File: src/rtl/simd_arb_pkg.sv
// Shared state encoding and sizing helpers for the simd_array kernel arbiter.
// Holds no logic, so it adds no latency and applies no backpressure.
package simd_arb_pkg;

    typedef enum logic [1:0] {
        ST_IDLE,
        ST_START,
        ST_RUN,
        ST_DONE
    } arb_state_e;

    localparam int LAT_W_DEFAULT = 16;
    localparam logic [LAT_W_DEFAULT-1:0] LAT_MAX = '1;

    // Index width for a requester count; a single requester still needs one bit.
    function automatic int grant_w(input int n);
        return (n > 1) ? $clog2(n) : 1;
    endfunction

endpackage

File: src/rtl/simd_array_kernel_arbiter_rr_picker.sv
// Rotating-priority encoder: first set request at or above ptr_i, wrapping.
// Purely combinational, so zero latency and no backpressure of its own.
module rr_picker #(
    parameter int N  = 4,
    parameter int IW = 2
) (
    input  logic [N-1:0]  req_i,
    input  logic [IW-1:0] ptr_i,
    output logic          vld_o,
    output logic [IW-1:0] idx_o
);

    int            j;
    logic [IW-1:0] jj;

    // Walk offsets from farthest to nearest so the nearest hit is written last.
    always_comb begin
        vld_o = 1'b0;
        idx_o = '0;
        j     = 0;
        jj    = '0;
        for (int k = N - 1; k >= 0; k--) begin
            j = int'(ptr_i) + k;
            if (j >= N) begin
                j = j - N;
            end
            jj = IW'(j);
            if (req_i[jj]) begin
                vld_o = 1'b1;
                idx_o = jj;
            end
        end
    end

endmodule

File: src/rtl/simd_array_kernel_arbiter.sv
// Round-robin share of one ap_ctrl_hs kernel; grant to k_ap_start is 1 cycle, all outputs registered.
// Requesters are held off by withholding req_ack until ap_ready; one job is in flight at a time.
module simd_array_kernel_arbiter
    import simd_arb_pkg::*;
#(
    parameter int NUM_REQ = 4,
    parameter int ARG_W   = 32,
    parameter int LAT_W   = LAT_W_DEFAULT
) (
    input  logic                           ap_clk,
    input  logic                           ap_rst_n,
    input  logic [NUM_REQ-1:0]             req_start,
    input  logic [NUM_REQ*ARG_W-1:0]       req_arg,
    output logic [NUM_REQ-1:0]             req_ack,
    output logic [NUM_REQ-1:0]             req_done,
    output logic [LAT_W-1:0]               done_latency,
    output logic                           k_ap_start,
    input  logic                           k_ap_ready,
    input  logic                           k_ap_done,
    input  logic                           k_ap_idle,
    output logic [ARG_W-1:0]               k_arg,
    output logic                           busy,
    output logic [grant_w(NUM_REQ)-1:0]    grant_id
);

    localparam int GW = grant_w(NUM_REQ);

    logic [1:0]          rst_sync_q;
    logic                rst_n_int;
    arb_state_e          state_q, state_d;
    logic                kstart_q, kstart_d;
    logic [NUM_REQ-1:0]  ack_q, ack_d;
    logic [NUM_REQ-1:0]  done_q, done_d;
    logic                busy_q, busy_d;
    logic [ARG_W-1:0]    karg_q, karg_d;
    logic [GW-1:0]       grant_q, grant_d;
    logic [GW-1:0]       ptr_q, ptr_d;
    logic [LAT_W-1:0]    lat_q, lat_d;
    logic [LAT_W-1:0]    cnt_q, cnt_d;
    logic [LAT_W-1:0]    cnt_inc;
    logic                pick_vld;
    logic [GW-1:0]       pick_idx;

    // Reset asserts immediately but releases two clocks later, aligned to ap_clk.
    always_ff @(posedge ap_clk or negedge ap_rst_n) begin
        if (!ap_rst_n) begin
            rst_sync_q <= 2'b00;
        end else begin
            rst_sync_q <= {rst_sync_q[0], 1'b1};
        end
    end
    assign rst_n_int = rst_sync_q[1];

    rr_picker #(
        .N  (NUM_REQ),
        .IW (GW)
    ) u_picker (
        .req_i (req_start),
        .ptr_i (ptr_q),
        .vld_o (pick_vld),
        .idx_o (pick_idx)
    );

    assign cnt_inc = (cnt_q == {LAT_W{1'b1}}) ? cnt_q : cnt_q + 1'b1;

    always_comb begin
        state_d  = state_q;
        kstart_d = kstart_q;
        ack_d    = '0;
        done_d   = '0;
        karg_d   = karg_q;
        grant_d  = grant_q;
        ptr_d    = ptr_q;
        lat_d    = lat_q;
        cnt_d    = cnt_q;
        unique case (state_q)
            ST_IDLE: begin
                kstart_d = 1'b0;
                if (pick_vld && k_ap_idle) begin
                    state_d  = ST_START;
                    kstart_d = 1'b1;
                    grant_d  = pick_idx;
                    karg_d   = req_arg[int'(pick_idx)*ARG_W +: ARG_W];
                    cnt_d    = LAT_W'(1);
                end
            end
            ST_START: begin
                cnt_d = cnt_inc;
                // ap_done without ap_ready is a kernel protocol error and is ignored.
                if (k_ap_ready) begin
                    kstart_d       = 1'b0;
                    ack_d[grant_q] = 1'b1;
                    if (k_ap_done) begin
                        state_d         = ST_DONE;
                        done_d[grant_q] = 1'b1;
                        lat_d           = cnt_q;
                    end else begin
                        state_d = ST_RUN;
                    end
                end
            end
            ST_RUN: begin
                cnt_d = cnt_inc;
                if (k_ap_done) begin
                    state_d         = ST_DONE;
                    done_d[grant_q] = 1'b1;
                    lat_d           = cnt_q;
                end
            end
            ST_DONE: begin
                state_d = ST_IDLE;
                ptr_d   = (grant_q == GW'(NUM_REQ - 1)) ? '0 : grant_q + 1'b1;
            end
            default: state_d = ST_IDLE;
        endcase
        busy_d = (state_d != ST_IDLE);
    end

    always_ff @(posedge ap_clk or negedge rst_n_int) begin
        if (!rst_n_int) begin
            state_q  <= ST_IDLE;
            kstart_q <= 1'b0;
            ack_q    <= '0;
            done_q   <= '0;
            busy_q   <= 1'b0;
            karg_q   <= '0;
            grant_q  <= '0;
            ptr_q    <= '0;
            lat_q    <= '0;
            cnt_q    <= '0;
        end else begin
            state_q  <= state_d;
            kstart_q <= kstart_d;
            ack_q    <= ack_d;
            done_q   <= done_d;
            busy_q   <= busy_d;
            karg_q   <= karg_d;
            grant_q  <= grant_d;
            ptr_q    <= ptr_d;
            lat_q    <= lat_d;
            cnt_q    <= cnt_d;
        end
    end

    assign k_ap_start   = kstart_q;
    assign req_ack      = ack_q;
    assign req_done     = done_q;
    assign busy         = busy_q;
    assign k_arg        = karg_q;
    assign grant_id     = grant_q;
    assign done_latency = lat_q;

endmodule

File: config.mk
export PLATFORM = sky130hd
export DESIGN_NAME = simd_array_kernel_arbiter
export DESIGN_NICKNAME = d
export VERILOG_FILES = /design/src/rtl/simd_arb_pkg.sv /design/src/rtl/simd_array_kernel_arbiter_rr_picker.sv /design/src/rtl/simd_array_kernel_arbiter.sv
export SDC_FILE = /design/constraint.sdc
export NUM_CORES = 1
export LEC_CHECK = 0
export BUFFER_PORTS_ARGS = -buffer_cell sky130_fd_sc_hd__buf_4
export CELL_PAD_IN_SITES_DETAIL_PLACEMENT = 0
export CELL_PAD_IN_SITES_GLOBAL_PLACEMENT = 2
export CORE_UTILIZATION = 25
export DETAILED_ROUTE_END_ITERATION = 10
export PLACE_DENSITY_LB_ADDON = 0.1
export RECOVER_POWER = 25
export SLEW_MARGIN = 20
export SYNTH_ARGS = -nofsm -noshare
export SYNTH_HDL_FRONTEND = slang
export SYNTH_SLANG_ARGS = --single-unit
File: constraint.sdc
create_clock -name ap_clk -period 2.3 [get_ports ap_clk]
set_clock_uncertainty 0.1 [all_clocks]
set_input_delay 0.23 -clock ap_clk [delete_from_list [all_inputs] [get_ports ap_clk]]
set_output_delay 0.23 -clock ap_clk [all_outputs]
set_load 0.02 [all_outputs]
==> results of run 1 <==
[metrics by stage]
stage / util / worst slack (ps) / total power (W) / hold WS, ps / std cells
3_3_place_gp: 0.364 / 167 / 0.00607 / -88.1 / 885
6_report: 0.382 / 108 / 0.00755 / 70.0 / 901
5_1_grt: 0.382 / 15.9 / 0.00812 / 76.2 / 901
3_5_place_dp: 0.364 / 134 / 0.00609 / -87.3 / 885
4_1_cts: 0.383 / 116 / 0.00770 / 63.6 / 901
2_1_floorplan: - / 47.2 / 0.00446 / -166 / 480
[per-layer routing]
metal / global-route usage / wire, µm
met5: 0 / 0
met4: 0.0364 / 144
met2: 0.302 / 7760
met3: 0.0704 / 1290
met1: 0.196 / 6080
[worst max-delay path: cells and delay by family (launching register included)]
family                   cells  cell delay [ps]
flip-flops                   1              390
AND/OR/NAND/NOR              2              670
AO/OA/AOI/OAI                1              350
adder cells (fa/ha/maj)      1              210
multiplexers                 1              370
[sequential cells by signal (all words and copies together) (netlist names)]
| register | count |
|---|---|
| k_ap_start | 1 |
| grant_id | 2 |
| req_ack | 4 |
| ptr_q | 2 |
| done_latency | 16 |
| k_arg | 32 |
| state_q | 2 |
| rst_sync_q | 2 |
| req_done | 4 |
| cnt_q | 16 |
| busy | 1 |
[logic make-up after synthesis]
family / count (synthesis) / synth area share
and+or+nand+nor: 204 / 0.240
other: 1 / 0.000829
buffers and inverters: 48 / 0.0437
AOI/OAI and AO/OA: 117 / 0.191
adders and majority gates: 10 / 0.0277
DFF: 82 / 0.454
muxes: 18 / 0.0440
[cell type report]
class | instances | share of cell area
Tap cell | 225 | 0.0422
Clock inverter | 5 | 0.0118
Multi-Input combinational cell | 350 | 0.343
Clock buffer | 10 | 0.0358
Sequential cell | 82 | 0.307
Inverter | 11 | 0.00618
Timing Repair Buffer | 218 | 0.254
[what timing repair did]
action	in CTS	in global routing
resized for setup	0	1
setup buffers	0	0
endpoints found under the hold margin	2	0
hold buffers	1	0
endpoints found under the setup margin	0	7
[how the worst max path moves through the flow]
stage                          from                     to  slack (ps)  cells past startpoint
2_1_floorplan  state_q[0]$_DFF_PN0_  cnt_q[11]$_DFFE_PN0P_          50                      8
3_3_place_gp   cnt_q[1]$_DFFE_PN0P_   cnt_q[0]$_DFFE_PN0P_         170                      5
3_5_place_dp   cnt_q[1]$_DFFE_PN0P_   cnt_q[0]$_DFFE_PN0P_         130                      5
4_1_cts        cnt_q[1]$_DFFE_PN0P_   cnt_q[0]$_DFFE_PN0P_         120                      5
5_1_grt        state_q[1]$_DFF_PN0_  cnt_q[11]$_DFFE_PN0P_          20                      7
6_report       cnt_q[1]$_DFFE_PN0P_   cnt_q[0]$_DFFE_PN0P_         110                      5
[power by group]
group | switching [W] | internal [W] | leakage (nW)
clock network | 0.000590 | 0.000972 | 0.158
logic | 0.00215 | 0.00160 | 2.01
registers | 0.000314 | 0.00192 | 1.02
total | 0.00306 | 0.00450 | 3.19
[synth_stat cells (all sizes together) (3+ instances only)]
cell,instances
nor2b,3
ha,10
clkbuf,24
a31oi,4
mux2i,3
or3,3
inv,11
a211oi,65
nand3,10
nand4,3
a21oi,11
and2,5
nor3,35
mux2,15
buf,13
o21ai,14
nand2,20
o211ai,6
nor2,49
and3,68
or4,4
dfrtp,82
==> results.toml, run 1 <==
[status]
outcome = "finished, final reports clean"

[routing]
drt-vias-per-instance = 4.91
drc = 0
detail-route-antenna-nets = 0
wl_per_cell_um = 16.9
vias = 4426
firstDrtPassIters = 4
drt_wl_total_um = 15300
drt-initial-drc-count = 155

[placement]
port_buffers = 196
dpl_cell_area_um2 = 6360
hpwl_um = 11100
gp_congestion = 0.767

[layout]
n_antenna_cell = 0
drive_gt1_frac = 0.379
final_nets = 819
syn_to_final_growth_pct = 47.6
multi_input_area_um2 = 2290
seq_area_um2 = 2050
final_cell_mix = "buf_4, dfrtp_1, and3_1, a211oi_1, nor2_1"
final_common_cell = "buf_4"
n_fill_cell = 1806
fin_area_um2 = 6680

[job]
max_cap_violations = 0

[setup_path]
r2r_end = "cnt_q[0]$_DFFE_PN0P_"
critical_path_arrival_ps = 2320
critPathRequiredTime_ps = 2430
cp_cell_sequence = "ha_1, nand2_1, or4_4, o31ai_4, mux2_2"
r2r_setup_slack_ps = 110
critPathMaxStageDelay_ps = 550
critPathCaptureType = "flip-flop"
startpoint_type = "flip-flop"
worst_r2r_path_depth = 5
path_class = "reg2reg"
crit_path_max_fanout = 6
timing.rr.start = "cnt_q[1]$_DFFE_PN0P_"
cp_slowest_cell = "or4_4"

[synth]
synth_nets = 627
synth_edf_count = 0
yosys_most_used_dff = "dfrtp_1"
yosysSeqAreaShare = 0.454
ys_warn_count = 0
ys_ff_latch = 82
async_flop_share = 1.00
syn-cell-area_um2 = 4520
synth_area_per_cell_um2 = 9.42
synthTopCellsByArea = "dfrtp_1, a211oi_1, and3_1"
yosysTopAreaCell = "dfrtp_1"
ys_types = 49
synth.top_cell.area_share = 0.454
synthCells = 480

[sta]
fmax_ghz = 0.456
fin_crit_sh = 0.953
min_period_ps = 2190
slew_viol_final = 0
tns_ps = 0
tightest_slew_ps = 1390
relSlewSlack = 0.0761
rsz0062_at_grt = "no"
setup_viol = 0
hold_viol_final = 0

[global_route]
grt_max_degree = 66
grt_overflow_total = 0
track_usage = 0.173
antenna_found_initial = 0
grt_pass1_wl_um = 24300
first_global_vias = 4560

[cts]
cts-root-buf = "clkbuf_16"
cts_buffers = 9
worst_skew_pair.late_latency_ps = 350
clockBufferDepth = 2
cts_tree = "done"
clock_sinks = 82
htreeDepth = 3
path_clk_slew_ps = 60

[floorplanning]
std_cell_rows = 48
dieWidth_um = 137
dieArea_um2 = 18600
io_pins = 197
coreArea_um2 = 17500
start_util = 0.259
die_h_um = 137

[worst_hold_path]
hold_end = "k_arg[3]$_DFFE_PN0P_"
worst_hold_startpoint = "req_arg[67]"
hold_path.class = "in2reg"
holdPathStages = 3

[power_and_ir_drop]
worst_ir_drop_vdd_mv = 0.402
pwr_density_cell_nw_per_um2 = 1130
power.leakage_nw = 3.19
(Power assumes the default switching activity.)
==> run 2: changes to the inputs <==
BUFFER_PORTS_ARGS = unset   (was -buffer_cell sky130_fd_sc_hd__buf_4)
CORE_UTILIZATION = 33   (was 25)
DONT_BUFFER_PORTS = 1   (was unset)
==> run 2 against run 1 <==
  * Highest routed layer unchanged
  * Utilization grew 1.4 points
  * Critical path depth stayed put
  * Global-route usage rose by 1.9 points
  * Critical path type unchanged
  * Clock power down 11%
  * Register-to-register slack got worse by 30 ps
==> results.toml, run 2 (synthesis gave the netlist of run 1 again) <==
[status]
outcome = "finished, final reports clean"

[sta]
slew_viol_final = 0
tightest_slew_ps = 1140
tns_ps = 0
setup_viol = 0
fin_crit_sh = 0.964
fmax_ghz = 0.451
hold_viol_final = 0
relSlewSlack = 0.237
rsz0062_at_grt = "no"
min_period_ps = 2220
holdWs_ps = 9.87

[floorplanning]
die_h_um = 119
std_cell_rows = 42
dieArea_um2 = 14200
dieWidth_um = 119
start_util = 0.340
coreArea_um2 = 13300
io_pins = 197

[routing]
drc = 0
wl_per_cell_um = 19.7
firstDrtPassIters = 4
drt_wl_total_um = 13200
drt-vias-per-instance = 5.61
detail-route-antenna-nets = 0
vias = 3769
drt-initial-drc-count = 149

[cts]
clockBufferDepth = 2
cts_tree = "done"
path_clk_slew_ps = 60
cts-root-buf = "clkbuf_16"
cts_setup_buffers = 0
cts_buffers = 9
htreeDepth = 3
worst_skew_pair.late_latency_ps = 340
clock_sinks = 82

[layout]
final_common_cell = "dfrtp_1"
multi_input_area_um2 = 2290
drive_gt1_frac = 0.122
syn_to_final_growth_pct = 16.3
largest_reg_flops = 32
n_fill_cell = 1325
final_nets = 636
final_cell_mix = "dfrtp_1, and3_1, a211oi_1, nor2_1, nor3_1"
seq_area_um2 = 2050

[global_route]
grt_overflow_total = 0
antenna_found_initial = 3
first_global_vias = 3898
track_usage = 0.192
grt_max_degree = 66
grt_pass1_wl_um = 20900

[setup_path]
critPathMaxStageDelay_ps = 550
worst_r2r_path_depth = 5
cp_slowest_cell = "or4_4"
cp_cell_sequence = "ha_1, nand2_1, or4_4, o31ai_4, mux2_2"
critPathRequiredTime_ps = 2430
crit_path_max_fanout = 6
startpoint_type = "flip-flop"
critical_path_arrival_ps = 2340
critPathCaptureType = "flip-flop"
path_class = "reg2reg"

[worst_hold_path]
holdPathStages = 2
hold_path.class = "in2reg"

[placement]
hpwl_um = 9120
gp_congestion = 0.814
port_buffers = 0

[power_and_ir_drop]
power_frac_comb = 0.369
p_seq_frac = 0.422
p_int_w = 0.00375
power.leakage_nw = 2.28
p_clk_frac = 0.209
switchingPower_w = 0.00288
worst_ir_drop_vdd_mv = 0.433
switching_share = 0.434
pwr_density_cell_nw_per_um2 = 1260

[job]
max_cap_violations = 0
-- run 2: metal layers --
| layer | vias to the layer above | global-route usage | part of all wire |
|---|---|---|---|
| met2 | 136 | 0.334 | 0.51 |
| met3 | 22 | 0.0503 | 0.060 |
| met1 | 1806 | 0.215 | 0.41 |
| met5 | - | 0 | 0 |
| li1 | 1805 | - | - |
| met4 | 0 | 0.0957 | 0.027 |
-- run 2: area by class of cell --
type / instances / share of cell area
Multi-Input combinational cell: 350 / 0.436
Sequential cell: 82 / 0.390
Timing Repair Buffer: 35 / 0.0690
Clock buffer: 13 / 0.0514
Tap cell: 176 / 0.0419
Inverter: 11 / 0.00785
Clock inverter: 2 / 0.00238
Antenna cell: 3 / 0.00143
-- run 2: what timing repair did --
| action | in CTS | in global routing |
|---|---|---|
| hold endpoints to repair | 20 | 0 |
| hold buffers | 15 | 0 |
| endpoints found under the setup margin | 0 | 1 |
| gates resized for setup | 0 | 1 |
-- run 2: final timing paths --
check / from / to / slack (ps)
min in group asynchronous: ap_rst_n / rst_sync_q[0]$_DFF_PN0_ / 20
worst min register to register: rst_sync_q[0]$_DFF_PN0_ / rst_sync_q[1]$_DFF_PN0_ / 260
worst min-delay path: req_arg[94] / k_arg[30]$_DFFE_PN0P_ / 10
max in group asynchronous: rst_sync_q[1]$_DFF_PN0_ / ptr_q[1]$_DFFE_PN0N_ / 820
worst max-delay path: cnt_q[0]$_DFFE_PN0P_ / cnt_q[0]$_DFFE_PN0P_ / 80
worst max register to register: cnt_q[0]$_DFFE_PN0P_ / cnt_q[0]$_DFFE_PN0P_ / 80
-- run 2: power by group through the flow --
stage          clock, W  combinational, W  sequential [W]
2_1_floorplan         0           0.00175         0.00271
3_3_place_gp          0           0.00242         0.00283
3_5_place_dp          0           0.00247         0.00284
4_1_cts         0.00144           0.00249         0.00282
5_1_grt         0.00151           0.00276         0.00287
6_report        0.00139           0.00245         0.00280
-- run 2: critical path, delay by kind of cell (launching register included) --
family | cells | cell delay [ps]
and+or+nand+nor | 2 | 670
DFF | 1 | 410
muxes | 1 | 370
AOI/OAI and AO/OA | 1 | 340
adders and majority gates | 1 | 210
-- run 2: through the flow --
step | setup slack (ps) | utilization | cell area (µm²) | power (W) | cells
floorplan | 47.2 | - | 4520 | 0.00446 | 480
global placement | 151 | 0.363 | 4820 | 0.00525 | 639
detailed placement | 106 | 0.363 | 4820 | 0.00531 | 639
CTS | 91.4 | 0.395 | 5250 | 0.00674 | 669
global route | 11.4 | 0.395 | 5260 | 0.00714 | 670
finish | 82.7 | 0.396 | 5260 | 0.00663 | 672
